[config.mk]
export PLATFORM = sky130hd
export DESIGN_NAME = ultrasonic_scan_scheduler_flat
export DESIGN_NICKNAME = d
export VERILOG_FILES = /design/src/rtl/ultrasonic_scan_scheduler_if.sv /design/src/rtl/ultrasonic_scan_scheduler.sv /design/src/flat_wrapper.sv
export SDC_FILE = /design/constraint.sdc
export NUM_CORES = 1
export LEC_CHECK = 0
export ABC_AREA = 1
export CAP_MARGIN = 10
export CORE_UTILIZATION = 53
export CTS_CLUSTER_DIAMETER = 60
export DETAILED_ROUTE_END_ITERATION = 8
export HOLD_SLACK_MARGIN = 0.03
export PLACE_DENSITY = 0.73
export SLEW_MARGIN = 20
export SYNTH_ARGS = -nofsm -noshare
export SYNTH_HDL_FRONTEND = slang
export SYNTH_SLANG_ARGS = --single-unit
export TNS_END_PERCENT = 20
[constraint.sdc]
create_clock -name clk -period 3.01 [get_ports clk]
set_input_delay 0.7525 -clock clk [delete_from_list [all_inputs] [get_ports clk]]
set_output_delay 0.7525 -clock clk [all_outputs]
set_load 0.01 [all_outputs]
[src/rtl/ultrasonic_scan_scheduler_if.sv]
// Sample bus of the ultrasonic scan scheduler: one tagged range sample per ping.
// master drives the bus (the scheduler), slave consumes it.
interface ultrasonic_scan_scheduler_if #(
    parameter int NUM_SENSORS = 4
);
    localparam int ID_W = (NUM_SENSORS > 1) ? $clog2(NUM_SENSORS) : 1;

    logic            sample_valid;
    logic [ID_W-1:0] sample_id;
    logic [15:0]     sample_us;
    logic            sample_timeout;

    modport master (
        output sample_valid,
        output sample_id,
        output sample_us,
        output sample_timeout
    );

    modport slave (
        input sample_valid,
        input sample_id,
        input sample_us,
        input sample_timeout
    );
endinterface

[src/rtl/ultrasonic_scan_scheduler.sv]
// Round-robin ranging controller for HC-SR04-style ultrasonic sensors that
// share one echo-measurement datapath. Fires one sensor at a time, measures
// its echo width in microseconds, enforces echo timeout and inter-ping guard
// time, publishes one tagged sample per ping and keeps per-sensor crash flags.
//
// Optional feature macro: PROX_CRASH_HYST_EN (crash flag release hysteresis).
//
// state     | meaning
// ----------+---------------------------------------------------------------
// S_IDLE    | scanning stopped, waiting for enable
// S_TRIG    | trigger[idx] high for TRIG_CYCLES clocks
// S_WAIT_RISE| waiting for echo rise, bounded by ECHO_TIMEOUT_US ticks
// S_MEASURE | echo high, us_cnt counts ticks until fall or timeout
// S_GUARD   | quiet time GUARD_US ticks, then advance idx
module ultrasonic_scan_scheduler #(
    parameter int NUM_SENSORS     = 4,
    parameter int TICK_DIV        = 100,
    parameter int TRIG_CYCLES     = 1000,
    parameter int ECHO_TIMEOUT_US = 30000,
    parameter int GUARD_US        = 10000,
    parameter int CRASH_US        = 880,
    parameter int HYST_US         = 120
) (
    input  logic                   clk,
    input  logic                   rst_n,
    input  logic                   enable,
    input  logic [NUM_SENSORS-1:0] echo,
    output logic [NUM_SENSORS-1:0] trigger,
    output logic [NUM_SENSORS-1:0] crash,
    output logic                   any_crash,
    ultrasonic_scan_scheduler_if.master smp
);
    localparam int ID_W = (NUM_SENSORS > 1) ? $clog2(NUM_SENSORS) : 1;
    localparam int TW   = (TICK_DIV > 1) ? $clog2(TICK_DIV) : 1;

    if (NUM_SENSORS < 1 || NUM_SENSORS > 8 || TICK_DIV < 1 || TRIG_CYCLES < 1 ||
        ECHO_TIMEOUT_US < 1 || ECHO_TIMEOUT_US >= 65535 || GUARD_US < 1 ||
        CRASH_US < 0 || HYST_US < 0 || CRASH_US + HYST_US > 65535) begin : g_param_check
        $error("ultrasonic_scan_scheduler: parameter out of range");
    end

    typedef enum logic [2:0] {
        S_IDLE,
        S_TRIG,
        S_WAIT_RISE,
        S_MEASURE,
        S_GUARD
    } state_t;

    state_t                 state, next_state;
    logic [NUM_SENSORS-1:0] echo_s1, echo_s2, echo_d;
    logic [TW-1:0]          tick_cnt;
    logic [31:0]            timer;
    logic [15:0]            us_cnt;
    logic [ID_W-1:0]        idx, idx_next;
    logic [NUM_SENSORS-1:0] trig_next;

    logic tick, timer_tc, us_max, rise, fall, entry, emit, emit_to;
    logic [15:0] emit_us;

    assign tick     = (tick_cnt == TW'(TICK_DIV - 1));
    assign timer_tc = (timer == 32'd0);
    assign us_max   = (us_cnt >= 16'(ECHO_TIMEOUT_US));
    assign rise     = echo_s2[idx] & ~echo_d[idx];
    assign fall     = ~echo_s2[idx] & echo_d[idx];
    assign entry    = (next_state != state);
    assign emit_us  = emit_to ? 16'hFFFF : us_cnt;
    assign any_crash = |crash;

    // Two-flop synchronizer plus previous-cycle copy for edge detection.
    always_ff @(posedge clk or negedge rst_n) begin
        if (!rst_n) begin
            echo_s1 <= '0;
            echo_s2 <= '0;
            echo_d  <= '0;
        end else begin
            echo_s1 <= echo;
            echo_s2 <= echo_s1;
            echo_d  <= echo_s2;
        end
    end

    // FSM state register.
    always_ff @(posedge clk or negedge rst_n) begin
        if (!rst_n) state <= S_IDLE;
        else        state <= next_state;
    end

    // FSM next-state logic; rise wins over a timeout landing in the same cycle.
    always_comb begin
        next_state = state;
        case (state)
            S_IDLE:      if (enable) next_state = S_TRIG;
            S_TRIG:      if (timer_tc) next_state = S_WAIT_RISE;
            S_WAIT_RISE: begin
                if (rise)                  next_state = S_MEASURE;
                else if (tick && timer_tc) next_state = S_GUARD;
            end
            S_MEASURE:   if (fall || us_max) next_state = S_GUARD;
            S_GUARD:     if (tick && timer_tc) next_state = enable ? S_TRIG : S_IDLE;
            default:     next_state = S_IDLE;
        endcase
    end

    // FSM outputs: sample emission, sensor advance and next trigger pattern.
    always_comb begin
        emit      = 1'b0;
        emit_to   = 1'b0;
        idx_next  = idx;
        trig_next = '0;
        case (state)
            S_WAIT_RISE: begin
                if (!rise && tick && timer_tc) begin
                    emit    = 1'b1;
                    emit_to = 1'b1;
                end
            end
            S_MEASURE: begin
                if (fall) begin
                    emit = 1'b1;
                end else if (us_max) begin
                    emit    = 1'b1;
                    emit_to = 1'b1;
                end
            end
            S_GUARD: begin
                if (tick && timer_tc)
                    idx_next = (idx == ID_W'(NUM_SENSORS - 1)) ? '0 : idx + 1'b1;
            end
            default: ;
        endcase
        if (next_state == S_TRIG)
            trig_next = NUM_SENSORS'(1) << idx_next;
    end

    // Microsecond tick divider; restarted on entry to the tick-timed states
    // so each phase counts whole ticks from its own start.
    always_ff @(posedge clk or negedge rst_n) begin
        if (!rst_n)
            tick_cnt <= '0;
        else if (entry && (next_state == S_WAIT_RISE || next_state == S_MEASURE ||
                           next_state == S_GUARD))
            tick_cnt <= '0;
        else if (tick)
            tick_cnt <= '0;
        else
            tick_cnt <= tick_cnt + 1'b1;
    end

    // Phase down-counter: trigger width in clocks, rise timeout and guard in ticks.
    always_ff @(posedge clk or negedge rst_n) begin
        if (!rst_n) begin
            timer <= '0;
        end else if (entry) begin
            case (next_state)
                S_TRIG:      timer <= 32'(TRIG_CYCLES - 1);
                S_WAIT_RISE: timer <= 32'(ECHO_TIMEOUT_US - 1);
                S_GUARD:     timer <= 32'(GUARD_US - 1);
                default:     timer <= '0;
            endcase
        end else if (!timer_tc) begin
            if (state == S_TRIG)
                timer <= timer - 32'd1;
            else if ((state == S_WAIT_RISE || state == S_GUARD) && tick)
                timer <= timer - 32'd1;
        end
    end

    // Echo width counter and current sensor index.
    always_ff @(posedge clk or negedge rst_n) begin
        if (!rst_n) begin
            us_cnt <= '0;
            idx    <= '0;
        end else begin
            idx <= idx_next;
            if (entry && next_state == S_MEASURE)
                us_cnt <= '0;
            else if (state == S_MEASURE && tick && !us_max)
                us_cnt <= us_cnt + 16'd1;
        end
    end

    // Registered outputs: trigger lines, sample bus and crash flags.
    always_ff @(posedge clk or negedge rst_n) begin
        if (!rst_n) begin
            trigger            <= '0;
            smp.sample_valid   <= 1'b0;
            smp.sample_id      <= '0;
            smp.sample_us      <= '0;
            smp.sample_timeout <= 1'b0;
            crash              <= '0;
        end else begin
            trigger          <= trig_next;
            smp.sample_valid <= emit;
            if (emit) begin
                smp.sample_id      <= idx;
                smp.sample_us      <= emit_us;
                smp.sample_timeout <= emit_to;
                if (emit_to) begin
                    crash[idx] <= 1'b0;
                end else begin
`ifdef PROX_CRASH_HYST_EN
                    // Between the set and release thresholds the flag holds.
                    if (emit_us <= 16'(CRASH_US))
                        crash[idx] <= 1'b1;
                    else if (emit_us > 16'(CRASH_US + HYST_US))
                        crash[idx] <= 1'b0;
`else
                    crash[idx] <= (emit_us <= 16'(CRASH_US));
`endif
                end
            end
        end
    end
endmodule

[src/flat_wrapper.sv]
// flat-port wrapper written by rule: the top's interface ports become plain ports
module ultrasonic_scan_scheduler_flat 
#(
    parameter int NUM_SENSORS     = 4,
    parameter int TICK_DIV        = 100,
    parameter int TRIG_CYCLES     = 1000,
    parameter int ECHO_TIMEOUT_US = 30000,
    parameter int GUARD_US        = 10000,
    parameter int CRASH_US        = 880,
    parameter int HYST_US         = 120
)
  (clk, rst_n, enable, echo, trigger, crash, any_crash, smp_sample_valid, smp_sample_id, smp_sample_us, smp_sample_timeout);
  ultrasonic_scan_scheduler_if #(.NUM_SENSORS(NUM_SENSORS)) smp_i ();
  input  logic clk;
  input  logic rst_n;
  input  logic enable;
  input  logic [NUM_SENSORS-1:0] echo;
  output logic [NUM_SENSORS-1:0] trigger;
  output logic [NUM_SENSORS-1:0] crash;
  output logic any_crash;
  output wire logic [$bits(smp_i.sample_valid)-1:0] smp_sample_valid;
  output wire logic [$bits(smp_i.sample_id)-1:0] smp_sample_id;
  output wire logic [$bits(smp_i.sample_us)-1:0] smp_sample_us;
  output wire logic [$bits(smp_i.sample_timeout)-1:0] smp_sample_timeout;
  assign smp_sample_valid = smp_i.sample_valid;
  assign smp_sample_id = smp_i.sample_id;
  assign smp_sample_us = smp_i.sample_us;
  assign smp_sample_timeout = smp_i.sample_timeout;
  ultrasonic_scan_scheduler #(.NUM_SENSORS(NUM_SENSORS), .TICK_DIV(TICK_DIV), .TRIG_CYCLES(TRIG_CYCLES), .ECHO_TIMEOUT_US(ECHO_TIMEOUT_US), .GUARD_US(GUARD_US), .CRASH_US(CRASH_US), .HYST_US(HYST_US)) u_core (.clk(clk), .rst_n(rst_n), .enable(enable), .echo(echo), .trigger(trigger), .crash(crash), .any_crash(any_crash), .smp(smp_i));
endmodule
# After elaboration in Yosys (flattened, before gate mapping)
# Cells that the tools add are included.
dict set report totals {
  output_inout_bits 29
  input_bits 7
  regBits 100
}
dict set report op_classes {
  n_mux 36
  n_addsub 4
  n_reduce_logical 21
  n_bitwise 6
  n_eq_ne 12
  order_cmp 4
  shift 1
}
# op count
set op_table {}
lappend op_table {{32-bit 2-to-1 mux} 4}
lappend op_table {{16-bit 2-to-1 mux} 3}
lappend op_table {{15-bit case mux with 3 select lines} 1}
lappend op_table {{32-bit zero test} 1}
lappend op_table {{32-bit by 1-bit subtractor with 32-bit output (second input constant)} 1}
lappend op_table {{3-bit 2-to-1 mux} 6}
lappend op_table {{16-bit by 1-bit adder with 16-bit output (second input constant)} 1}
lappend op_table {{16-bit by 15-bit >= comparator with 1-bit output (second input constant)} 1}
lappend op_table {{16-bit by 10-bit less-or-equal comparator with 1-bit output (second input constant)} 1}
lappend op_table {{3-bit case mux with 5 select lines} 1}
lappend op_table {{7-bit 2-to-1 mux} 2}
lappend op_table {{3-bit by 2-bit equality test with 1-bit output (second input constant)} 4}
lappend op_table {{1-bit logical AND} 9}
lappend op_table {{1-bit 2-to-1 mux} 8}
lappend op_table {{4-bit 2-to-1 mux} 2}
lappend op_table {{7-bit by 1-bit adder with 7-bit output (second input constant)} 1}
lappend op_table {{7-bit equality test (second input constant)} 1}
lappend op_table {{3-bit by 1-bit equality test with 1-bit output (second input constant)} 2}
lappend op_table {{3-bit equality test (second input constant)} 2}
lappend op_table {{2-bit 2-to-1 mux} 3}
lappend op_table {{4-bit bitwise AND} 1}
lappend op_table {{1-bit binary-select mux with 2-bit select} 2}
lappend op_table {{4-bit bitwise mux} 1}
lappend op_table {{1-bit logical OR} 4}
lappend op_table {{other kinds (18)} 22}

# Longest topological paths before layout
dict set report logic_depth {
  depth_word 13
  ltp_mapped 20
  ltp_nobuf 19
}

# Least setup slack after synthesis
# No wires, ideal clock.
dict set report synth_path {
  kind {register to register}
  from {register u_core.timer[0]}
  to {register u_core.timer[10]}
  stages_incl_launch_ff 21
  path_buffers 1
  slack_ns 0.924
  t_required_ns 2.894
  arrival_ns 1.970
  setup_ns 0.116
  cell_sequence {dfrtp_1 -> inv_1 -> ha_1 -> inv_1 -> nor2_1 -> nand2_1 -> nor2_1 -> nand2_1 -> inv_1 -> nand2_1 -> nor2_1 -> nor2_1 -> nand3_1 -> nand2_1 -> nor2_4 -> nand2_4 -> nor2_8 -> inv_4 -> buf_6 -> nand2_1 -> nand2_1}
}
dict set report synth_via {
  elab_chain_cells 8
  word_cells_on_any_way 20
  classes_between {add/sub: 1; eq/ne: 5; mux: 10; reduce/logical: 4}
}
# element line_no
set synth_rtl {}
lappend synth_rtl {{start, declared} ultrasonic_scan_scheduler.sv:53} ;# logic [31:0] timer;
lappend synth_rtl {{start signal, assigned} ultrasonic_scan_scheduler.sv:156} ;# S_TRIG: timer <= 32'(TRIG_CYCLES - 1);
lappend synth_rtl {{start signal, assigned} ultrasonic_scan_scheduler.sv:157} ;# S_WAIT_RISE: timer <= 32'(ECHO_TIMEOUT_US - 1);
lappend synth_rtl {{start signal, assigned} ultrasonic_scan_scheduler.sv:158} ;# S_GUARD: timer <= 32'(GUARD_US - 1);
lappend synth_rtl {{32-bit zero test} ultrasonic_scan_scheduler.sv:62} ;# assign timer_tc = (timer == 32'd0);
lappend synth_rtl {{1-bit logical AND} {ultrasonic_scan_scheduler.sv:97, ultrasonic_scan_scheduler.sv:100}}
lappend synth_rtl {{3-bit 2-to-1 mux} ultrasonic_scan_scheduler.sv:97} ;# else if (tick && timer_tc) next_state = S_GUARD;
lappend synth_rtl {{3-bit 2-to-1 mux} ultrasonic_scan_scheduler.sv:96} ;# if (rise) next_state = S_MEASURE;
lappend synth_rtl {{3-bit case mux with 5 select lines} ultrasonic_scan_scheduler.sv:92} ;# case (state)
lappend synth_rtl {{3-bit equality test (tied with other cells)} ultrasonic_scan_scheduler.sv:155} ;# case (next_state)
lappend synth_rtl {{15-bit case mux with 3 select lines (tied with other cells)} ultrasonic_scan_scheduler.sv:155}
lappend synth_rtl {{32-bit 2-to-1 mux or 2-bit AND reduction (tied branches)} n/a}
# Parallel ways exist; a longest one is shown, timed or not. The select of a mux whose other input is x is not followed.
# A chain may end at the register's enable or synchronous reset.

# Worst setup path in the final report
dict set report layout_path {
  from {register u_core.timer[0]}
  to {register u_core.timer[24]}
}
dict set report layout_via {
  elab_chain_cells 8
  word_cells_on_any_way 16
  classes_between {add/sub: 1; eq/ne: 2; mux: 9; reduce/logical: 4}
}
# element line_no
set layout_rtl {}
lappend layout_rtl {{32-bit zero test (*)} ultrasonic_scan_scheduler.sv:62}
lappend layout_rtl {{1-bit logical AND} {ultrasonic_scan_scheduler.sv:97, ultrasonic_scan_scheduler.sv:100}}
lappend layout_rtl {{3-bit 2-to-1 mux} ultrasonic_scan_scheduler.sv:97}
lappend layout_rtl {{3-bit 2-to-1 mux} ultrasonic_scan_scheduler.sv:96}
lappend layout_rtl {{3-bit case mux with 5 select lines (*)} ultrasonic_scan_scheduler.sv:92}
lappend layout_rtl {{via u_core.next_state[0]} ultrasonic_scan_scheduler.sv:50} ;# state_t state, next_state;
lappend layout_rtl {{3-bit inequality test (*)} ultrasonic_scan_scheduler.sv:66} ;# assign entry = (next_state != state);
lappend layout_rtl {{2-bit inequality test (no line) or 3-bit nonzero test (tied branches)} n/a}
lappend layout_rtl {{2-bit AND reduction (no line)} n/a}
# Mark *: on every way through the listed nets, which the timed path passes. The rest lies on a longest branch. The select of a mux whose other input is x is not followed.

==> impl_metrics.env <==
export IMPL_power_total_mw=2.44
export IMPL_fin_hold_ws_ns=0.318
export IMPL_yosysTopAreaCell="dfrtp_1"
export IMPL_ctsHoldBuffers=0
export IMPL_switching_power_uw=521
export IMPL_run_status="finished, final reports clean"
export IMPL_combPwrFrac=0.019
export IMPL_seq_area_frac_synth=0.467
export IMPL_register_area_um2=2500
export IMPL_met3WireLength_um=646
export IMPL_overflow=0
export IMPL_relSlewSlack=0.555
export IMPL_gp_congestion=0.930
export IMPL_clockBufferDepth=2
export IMPL_routed_via_density=5.31
export IMPL_stdcell_count=878
export IMPL_fin_ws_ns=0.450
export IMPL_drive_gt1_frac=0.0698
export IMPL_fin_crit_ns=2.56
export IMPL_coreArea_um2=9770
export IMPL_rows=36
export IMPL_finish_utilization=0.627
export IMPL_cts_sinks=100
export IMPL_via_count=4660
export IMPL_stdcell_area_um2=6130
export IMPL_ys_async_sr_fraction=1.00
export IMPL_synth_ff_type="dfrtp_1"
export IMPL_fmax_mhz=391
export IMPL_antenna_found_initial=0
export IMPL_hpwl_um=8730
export IMPL_wl_met2_um=5570
export IMPL_p_leak_nw=3.02
export IMPL_setup_worst_path_start_class="register"
export IMPL_crit_path_max_fanout=19
export IMPL_port_buffers=35
export IMPL_highest_layer="met4"
export IMPL_p_seq_frac=0.554
export IMPL_cts_max_level=3
export IMPL_chipHeight_um=103
export IMPL_yosysWarnings=0
export IMPL_die_area_um2=10500
export IMPL_dp_cells=863
export IMPL_cap_violations=0
export IMPL_num_io_pins=36
export IMPL_clockPowerShare=0.427
export IMPL_fill_cells=860
export IMPL_drtIter0Drc=218
export IMPL_cp_data_arrival_time_ns=2.82
export IMPL_synthTopCellsByArea="dfrtp_1, nand2_1, nor2_1"
export IMPL_wl_per_cell_um=13.6
export IMPL_synth_edf_count=0
export IMPL_rsz0062_at_grt="false"
export IMPL_min_period_over_period=0.851
export IMPL_grt_max_degree=47
export IMPL_peakVddDrop_v=0.000274
export IMPL_synth_most_common_cell="nand2_1"
export IMPL_multi_input_area_um2=2490
export IMPL_die_w_um=103
export IMPL_hold_violations=0
export IMPL_final_antenna_net_count=0
export IMPL_netlist_top_cells_count="nand2_1, nor2_1, dfrtp_1"
export IMPL_hold_path_class="in -> async"
export IMPL_insertion_delay_ns=0.37
export IMPL_required_ns=3.27
export IMPL_grt_pass1_wl_um=20500
export IMPL_grt_pass1_vias=4486
export IMPL_syn_area_um2=5360
export IMPL_initial_core_util=0.549
export IMPL_sw_frac_of_total=0.213
export IMPL_fin_skew_ns=0.00963
export IMPL_area_delta_synth_final_pct=14.3
export IMPL_drv_slew=0
export IMPL_first_pass_iters=4
export IMPL_cts_inserted_buffers=9
export IMPL_synthDistinctLibCells=35
export IMPL_tightest_slew_ns=0.666
export IMPL_antenna_diode_count=0
export IMPL_p_per_area_nw_per_um2=399
export IMPL_preCtsSetupSlack_ns=0.437
export IMPL_postCtsSetupRepairBufs=0
export IMPL_r2r_cells=15
export IMPL_synth_nets=715
export IMPL_crit_type="reg -> reg"
export IMPL_cts_clk_slew_worst_paths_ns=0.10
export IMPL_syn_area_per_cell_um2=7.67
export IMPL_cts_tree="done"
export IMPL_p_int_mw=1.92
export IMPL_fin_nets=757
export IMPL_placed_cell_area_um2=5880
export IMPL_drc=0
export IMPL_postSynthCellCount=699
export IMPL_finalWirelength_um=12000
export IMPL_ys_ff_latch=100
export IMPL_met1Wirelength_um=5620
export IMPL_cts_resized_gates=0
export IMPL_synth_top_cell_area_share=0.467
export IMPL_ctsRootBufferMaster="clkbuf_8"
export IMPL_cp_end_kind="register"
export IMPL_grt_total_usage=0.249
export IMPL_final_setup_viol_count=0
export IMPL_tns_ns=0
==> layer usage <==
layer  global-route usage  vias up
met5                    0        -
met1                0.346     2201
li1                     -     2305
met4               0.0890        0
met3               0.0353       12
met2                0.399      142
==> worst paths after layout <==
kind | from | to | slack (ns)
setup / recovery | u_core.timer[0]$_DFFE_PN0P_ | u_core.timer[24]$_DFFE_PN0P_ | 0.45
hold / removal | rst_n | u_core.us_cnt[10]$_DFFE_PN0P_ | 0.32
setup reg to reg | u_core.timer[0]$_DFFE_PN0P_ | u_core.timer[24]$_DFFE_PN0P_ | 0.45
hold reg to reg | u_core.echo_s1[1]$_DFF_PN0_ | u_core.echo_s2[1]$_DFF_PN0_ | 0.36
max in group asynchronous | rst_n | u_core.trigger[3]$_DFF_PN0_ | 2.01
min in group clk | u_core.echo_s1[1]$_DFF_PN0_ | u_core.echo_s2[1]$_DFF_PN0_ | 0.36
==> worst max-delay path, cell delays in order, from the launching register on <==
cell and delay, ns:
dfrtp_1 0.39, inv_1 0.12, ha_1 0.22, nand2_1 0.07, nor2_1 0.13, nand2_2 0.10
nor2_2 0.23, nand4_1 0.20, nand3_2 0.15, nand2_2 0.06, nand2_2 0.09, nand2_4 0.14
nor2_8 0.29, inv_4 0.13, nand2_1 0.09, nand2_1 0.05
==> power by group through the flow <==
stage / logic (mW) / clock network (mW) / registers (mW)
floorplan: 0.00701 / 0 / 1.38
global placement: 0.0474 / 0 / 1.38
detailed placement: 0.0488 / 0 / 1.38
CTS: 0.0488 / 1.07 / 1.35
global route: 0.0547 / 1.11 / 1.35
finish: 0.0466 / 1.04 / 1.35
==> logic make-up after synthesis <==
group,Yosys count,synth area share
flip-flops,100,0.467
AO/OA/AOI/OAI,56,0.0555
AND/OR/NAND/NOR,413,0.339
buffers and inverters,91,0.0688
adder cells (fa/ha/maj),9,0.0210
XOR/XNOR,30,0.0490
==> sequential cells by signal, indices dropped and copies added, names as in the netlist, 2 cells and up <==
name	count
u_core.echo_s1	4
u_core.us_cnt	16
u_core.crash	4
u_core.trigger	4
u_core.state	3
u_core.echo_d	4
u_core.idx	2
u_core.tick_cnt	7
u_core.echo_s2	4
u_core.timer	32
u_core.smp.sample_id	2
u_core.smp.sample_us	16
==> cell type report <==
class                      instances  share of cell area
tap                              133              0.0271
inverter                          78              0.0482
clock buffer                       9              0.0202
multi-input combinational        508               0.407
sequential                       100               0.408
clock inverter                     6              0.0194
timing repair buffer              44              0.0698
==> layout by cell type, fill, tap and decap left out, types with 6 or more instances in the layout <==
cell type and count:
a21oi_1 33, buf_4 9, clkbuf_8 9, clkdlybuf4s50_1 34
dfrtp_1 100, ha_1 9, inv_1 74, nand2_1 182
nand3_1 58, nand4_1 10, nor2_1 105, nor2_2 9
nor3_1 20, o21ai_0 17, xnor2_1 6, xor2_1 24
No activity file was read; power rests on OpenSTA's default activity.
